==> src/rtl/router_pkg.sv <==
// Shared router constants and types, common to the FSM, FIFO, sync and register blocks.
package router_pkg;

    localparam int unsigned DATA_W = 8;
    localparam int unsigned ADDR_W = 2;
    localparam logic [ADDR_W-1:0] ADDR_INVALID = 2'b11;

    typedef logic [DATA_W-1:0] data_t;

    function automatic logic addr_valid(input data_t hdr);
        return hdr[ADDR_W-1:0] != ADDR_INVALID;
    endfunction

endpackage

==> src/rtl/router_parity_chk.sv <==
// Running XOR parity of the packet, captured parity byte and the error compare.
module router_parity_chk
    import router_pkg::*;
(
    input  logic  clock,
    input  logic  resetn,
    input  logic  clear,
    input  logic  xor_en,
    input  data_t xor_data,
    input  logic  capture,
    input  data_t capture_data,
    input  logic  compare,
    output logic  parity_done,
    output logic  err
);

    data_t internal_parity_q, internal_parity_d;
    data_t packet_parity_q, packet_parity_d;
    logic  parity_done_q, parity_done_d;
    logic  err_q, err_d;

    always_comb begin
        internal_parity_d = internal_parity_q;
        packet_parity_d   = packet_parity_q;
        parity_done_d     = parity_done_q;
        err_d             = err_q;

        if (clear) begin
            internal_parity_d = '0;
        end else if (xor_en) begin
            internal_parity_d = internal_parity_q ^ xor_data;
        end

        if (capture) begin
            packet_parity_d = capture_data;
        end

        // A new header always wins over a late parity capture.
        if (clear) begin
            parity_done_d = 1'b0;
        end else if (capture) begin
            parity_done_d = 1'b1;
        end

        if (clear) begin
            err_d = 1'b0;
        end else if (compare && parity_done_q) begin
            err_d = (internal_parity_q != packet_parity_q);
        end
    end

    always_ff @(posedge clock or negedge resetn) begin
        if (!resetn) begin
            internal_parity_q <= '0;
            packet_parity_q   <= '0;
            parity_done_q     <= 1'b0;
            err_q             <= 1'b0;
        end else begin
            internal_parity_q <= internal_parity_d;
            packet_parity_q   <= packet_parity_d;
            parity_done_q     <= parity_done_d;
            err_q             <= err_d;
        end
    end

    assign parity_done = parity_done_q;
    assign err         = err_q;

endmodule

==> src/rtl/router_reg.sv <==
// Router datapath register: header/full-hold capture, FIFO write byte and packet parity checking.
module router_reg
    import router_pkg::*;
(
    input  logic  clock,
    input  logic  resetn,
    input  logic  pkt_valid,
    input  data_t data_in,
    input  logic  fifo_full,
    input  logic  detect_add,
    input  logic  lfd_state,
    input  logic  ld_state,
    input  logic  laf_state,
    input  logic  full_state,
    input  logic  rst_int_reg,
    output data_t dout,
    output logic  parity_done,
    output logic  low_pkt_valid,
    output logic  err
);

    data_t header_byte_q, header_byte_d;
    data_t full_hold_byte_q, full_hold_byte_d;
    data_t dout_q, dout_d;
    logic  low_pkt_valid_q, low_pkt_valid_d;

    logic  hdr_invalid;
    logic  parity_clear;
    logic  parity_xor_en;
    data_t parity_xor_data;
    logic  parity_capture;

    assign hdr_invalid = pkt_valid && !addr_valid(data_in);

    // An invalid-address header must not disturb the previous packet's parity result.
    assign parity_clear    = detect_add && !hdr_invalid;
    assign parity_xor_en   = lfd_state || (ld_state && pkt_valid && !fifo_full);
    assign parity_xor_data = lfd_state ? header_byte_q : data_in;
    assign parity_capture  = (ld_state && !fifo_full && !pkt_valid) ||
                             (laf_state && low_pkt_valid_q && !parity_done);

    always_comb begin
        header_byte_d    = header_byte_q;
        full_hold_byte_d = full_hold_byte_q;
        dout_d           = dout_q;
        low_pkt_valid_d  = low_pkt_valid_q;

        if (detect_add && pkt_valid && addr_valid(data_in)) begin
            header_byte_d = data_in;
        end

        // Nothing in the datapath moves while the controller waits on a full FIFO.
        if (!full_state) begin
            if (lfd_state) begin
                dout_d = header_byte_q;
            end else if (ld_state && !fifo_full) begin
                dout_d = data_in;
            end else if (laf_state) begin
                dout_d = full_hold_byte_q;
            end

            if (ld_state && fifo_full) begin
                full_hold_byte_d = data_in;
            end
        end

        if (rst_int_reg) begin
            low_pkt_valid_d = 1'b0;
        end else if (ld_state && !pkt_valid) begin
            low_pkt_valid_d = 1'b1;
        end
    end

    always_ff @(posedge clock or negedge resetn) begin
        if (!resetn) begin
            header_byte_q    <= '0;
            full_hold_byte_q <= '0;
            dout_q           <= '0;
            low_pkt_valid_q  <= 1'b0;
        end else begin
            header_byte_q    <= header_byte_d;
            full_hold_byte_q <= full_hold_byte_d;
            dout_q           <= dout_d;
            low_pkt_valid_q  <= low_pkt_valid_d;
        end
    end

    router_parity_chk u_parity_chk (
        .clock        (clock),
        .resetn       (resetn),
        .clear        (parity_clear),
        .xor_en       (parity_xor_en),
        .xor_data     (parity_xor_data),
        .capture      (parity_capture),
        .capture_data (data_in),
        .compare      (rst_int_reg),
        .parity_done  (parity_done),
        .err          (err)
    );

    assign dout          = dout_q;
    assign low_pkt_valid = low_pkt_valid_q;

endmodule

==> config.mk <==
export PLATFORM = sky130hd
export DESIGN_NAME = router_reg
export DESIGN_NICKNAME = d
export VERILOG_FILES = /design/src/rtl/router_pkg.sv /design/src/rtl/router_parity_chk.sv /design/src/rtl/router_reg.sv
export SDC_FILE = /design/constraint.sdc
export NUM_CORES = 1
export LEC_CHECK = 0
export BUFFER_PORTS_ARGS = -buffer_cell sky130_fd_sc_hd__buf_2
export CAP_MARGIN = 5
export CORE_MARGIN = 2
export CORE_UTILIZATION = 40
export DETAILED_ROUTE_END_ITERATION = 10
export GPL_TIMING_DRIVEN = 0
export SLEW_MARGIN = 20
export SYNTH_ARGS = -nofsm -noshare
export SYNTH_HDL_FRONTEND = slang
export SYNTH_SLANG_ARGS = --single-unit
==> constraint.sdc <==
create_clock -name clock -period 3.7 [get_ports clock]
set_input_delay 0.74 -clock clock [delete_from_list [all_inputs] [get_ports clock]]
set_output_delay 0.74 -clock clock [all_outputs]
set_load 0.02 [all_outputs]
==> results.sh <==
export IMPL_setup_viol=0
export IMPL_cts_sinks=43
export IMPL_hpwl_microns=2700
export IMPL_vias_per_cell=4.61
export IMPL_slew_headroom_pct=37.4
export IMPL_ys_seq_elements=43
export IMPL_core_area_sq_mm=0.00504
export IMPL_cts_htree_levels=2
export IMPL_p_sw_uw=339
export IMPL_ys_seq_area_share_pct=52.1
export IMPL_synth_top_cells_by_area="dfrtp_1, mux2_2, mux2i_1, o21ai_0, xnor2_1"
export IMPL_finalSetupTns_ns=0
export IMPL_synth_ff_type="dfrtp_1"
export IMPL_pre_cts_slack_ns=1.69
export IMPL_synth_compound_area_share_pct=6.66
export IMPL_netSwitchingFraction_pct=28.9
export IMPL_initial_core_util_pct=41.0
export IMPL_synthCells=171
export IMPL_ys_warn_count=0
export IMPL_grt_overflow=0
export IMPL_grt_max_degree=44
export IMPL_min_period_ns=1.68
export IMPL_clockBufferDepth=2
export IMPL_worstSetupEndpointType="register"
export IMPL_power_density_mw_per_mm2=496
export IMPL_route_detailed_drc=0
export IMPL_grt_usage_pct=14.2
export IMPL_synthMuxAreaShare_pct=24.6
export IMPL_post_cts_buffers=0
export IMPL_worstSetupPathType="in2reg"
export IMPL_path_cells="buf_2, nand2b_1, buf_6, nor2_2, a31oi_4, mux2_2"
export IMPL_yosysMostFrequentCell="dfrtp_1"
export IMPL_synthAdderAreaFrac_pct=0
export IMPL_cts_buffers=5
export IMPL_grt_pass1_vias=1169
export IMPL_clock_skew_ns=0.00378
export IMPL_clk_latency_ns=0.29
export IMPL_io_buffers=27
export IMPL_power_leakage_uw=0.00108
export IMPL_grt_first_pass_wirelength_microns=5820
export IMPL_hp_class="reg2reg"
export IMPL_synth_top_family_by_area="multiplexers"
export IMPL_path_buf_inv=2
export IMPL_synth_nets=189
export IMPL_worst_ep_arrival_time_ns=1.86
export IMPL_p_clk_share_pct=24.4
export IMPL_slowest_delay_ns=0.38
export IMPL_p_int_uw=836
export IMPL_drtIter0Drc=52
export IMPL_fin_cells=276
export IMPL_fp_dieH_microns=75.9
export IMPL_hold_violations=0
export IMPL_firstDrtPassIters=4
export IMPL_seqPwrFrac_pct=52.2
export IMPL_area_growth_pct=14.7
export IMPL_finalCritPeriodShare_pct=45.3
export IMPL_syn_area_sq_mm=0.00207
export IMPL_clockRootBuffer="clkbuf_8"
export IMPL_vdd_drop_max_v=0.000197
export IMPL_path_clk_slew_ns=0.08
export IMPL_synth_edff_count=0
export IMPL_drv_slew=0
export IMPL_avgSynthCellArea_sq_um=12.1
export IMPL_tightestPinTransition_ns=0.939
export IMPL_synth_top_area_share_pct=52.1
export IMPL_n_antenna_cell=0
export IMPL_drive_gt1_share_pct=37.9
export IMPL_synth_simple_area_share_pct=7.21
export IMPL_synth_xor_area_share_pct=6.78
export IMPL_max_freq_ghz=0.596
export IMPL_wl_per_cell_microns=13.2
export IMPL_synthTopCellsByCount="dfrtp_1, mux2_2, nor2_1, o21ai_0, nand2_1"
export IMPL_crit_slowest_cell="mux2_2"
export IMPL_io_pins=29
export IMPL_rsz0062_at_grt="no"
export IMPL_place_inst=268
export IMPL_path_max_fanout=10
export IMPL_p_comb_share_pct=23.4
export IMPL_ant_nets=0
export IMPL_crit_required_ns=3.88
export IMPL_die_x_microns=75.9
export IMPL_synthArstFlopShare_pct=100
export IMPL_yosys_area_top_type="dfrtp_1"
export IMPL_synth_cell_types=24
export IMPL_crit_family="multiplexers"
export IMPL_dr_total_vias=1273
export IMPL_nets=223
export IMPL_start_kind="input pin"
export IMPL_hold_buffers=0
export IMPL_cts_tree="yes"
export IMPL_drv_cap=0
export IMPL_antenna_found_initial=0
export IMPL_finalWirelength_microns=3650
export IMPL_die_area_sq_mm=0.00576
export IMPL_finalWeightedCongestion=0.675
export IMPL_cts_resized=0
export IMPL_rows=26
export IMPL_layout_setup_ws_ns=2.02
export IMPL_power_uw=1170
export IMPL_status="completed"
[final cells by class]
| class | count | area, sq um |
|---|---|---|
| buffer | 6 | 43.8 |
| clock buffer | 7 | 76.3 |
| clock inverter | 1 | 5.00 |
| fill | 495 | 2670 |
| inverter | 3 | 11.3 |
| multi-input combinational | 119 | 935 |
| sequential | 43 | 1080 |
| tap | 70 | 87.6 |
| timing repair buffer | 27 | 135 |
[per-stage QoR]
step                instance area (sq um)  hold WS (ns)  util (%)
finish                               2370         0.472      47.0
global route                         2370         0.503      47.0
CTS                                  2370         0.485      47.0
detailed placement                   2290         0.466      45.4
global placement                     2290         0.460      45.4
floorplan                            2070         0.444         -
[metal layers]
layer	part of all wire (%)	global-route usage [%]	vias up
met3	3.9	4.76	6
li1	-	-	658
met1	48	19.5	592
met4	1.7	5.85	0
met2	46	20.6	17
met5	0	0	-
[path summary, 6_finish.rpt]
path / startpoint / end / slack [ns] / depth (start not counted)
setup reg to reg: u_parity_chk.parity_done$_DFFE_PN0P_ / u_parity_chk.packet_parity_q[6]$_DFFE_PN0P_ / 2.36 / 3
setup / recovery: fifo_full / u_parity_chk.packet_parity_q[6]$_DFFE_PN0P_ / 2.02 / 6
min in group asynchronous: resetn / dout[2]$_DFFE_PN0P_ / 0.59 / 1
hold reg to reg: dout[7]$_DFFE_PN0P_ / dout[7]$_DFFE_PN0P_ / 0.47 / 2
hold / removal: dout[7]$_DFFE_PN0P_ / dout[7]$_DFFE_PN0P_ / 0.47 / 2
max in group asynchronous: resetn / low_pkt_valid$_DFFE_PN0P_ / 2.53 / 1
[worst register-to-register path: stages, from the launching register on]
cell and delay (ns):
dfrtp_1 0.40, inv_1 0.09, a31oi_4 0.36, mux2_2 0.38
[sequential cells by signal, summed over array words and instances, names as in the netlist]
name                            cells
dout                                8
header_byte_q                       8
low_pkt_valid                       1
u_parity_chk.err                    1
full_hold_byte_q                    8
u_parity_chk.packet_parity_q        8
u_parity_chk.parity_done            1
u_parity_chk.internal_parity_q      8
[power by group through the flow]
stage	Sequential, uW	Clock [uW]	Combinational [uW]
floorplan	639	0	180
CTS	615	299	281
global placement	621	0	276
finish	613	286	275
detailed placement	625	0	278
global route	626	318	309
[cell usage in the layout (no fill, tap or decap), drive strengths merged]
cell / netlist / final
nand2: 9 / 9
inv: 3 / 3
a21oi: 3 / 3
xnor2: 8 / 8
o21ai: 16 / 16
a31oi: 2 / 2
buf: 5 / 32
nand3b: 1 / 1
dfrtp: 43 / 43
nor2: 17 / 17
nand4: 1 / 1
mux2i: 8 / 8
a21o: 2 / 2
nor3: 2 / 2
nand2b: 1 / 1
clkinv: 0 / 1
xor2: 8 / 8
and3b: 1 / 1
mux2: 38 / 38
nand3: 2 / 2
clkbuf: 1 / 8
[cells by family (layout without fill, tap and decap cells)]
| logic type | after synthesis | after routing |
|---|---|---|
| compound gates | 23 | 23 |
| simple gates | 34 | 34 |
| buf+inv | 9 | 44 |
| mux | 46 | 46 |
| flops | 43 | 43 |
| xor+xnor | 16 | 16 |
Note: power is estimated with default switching activity, not from simulation.
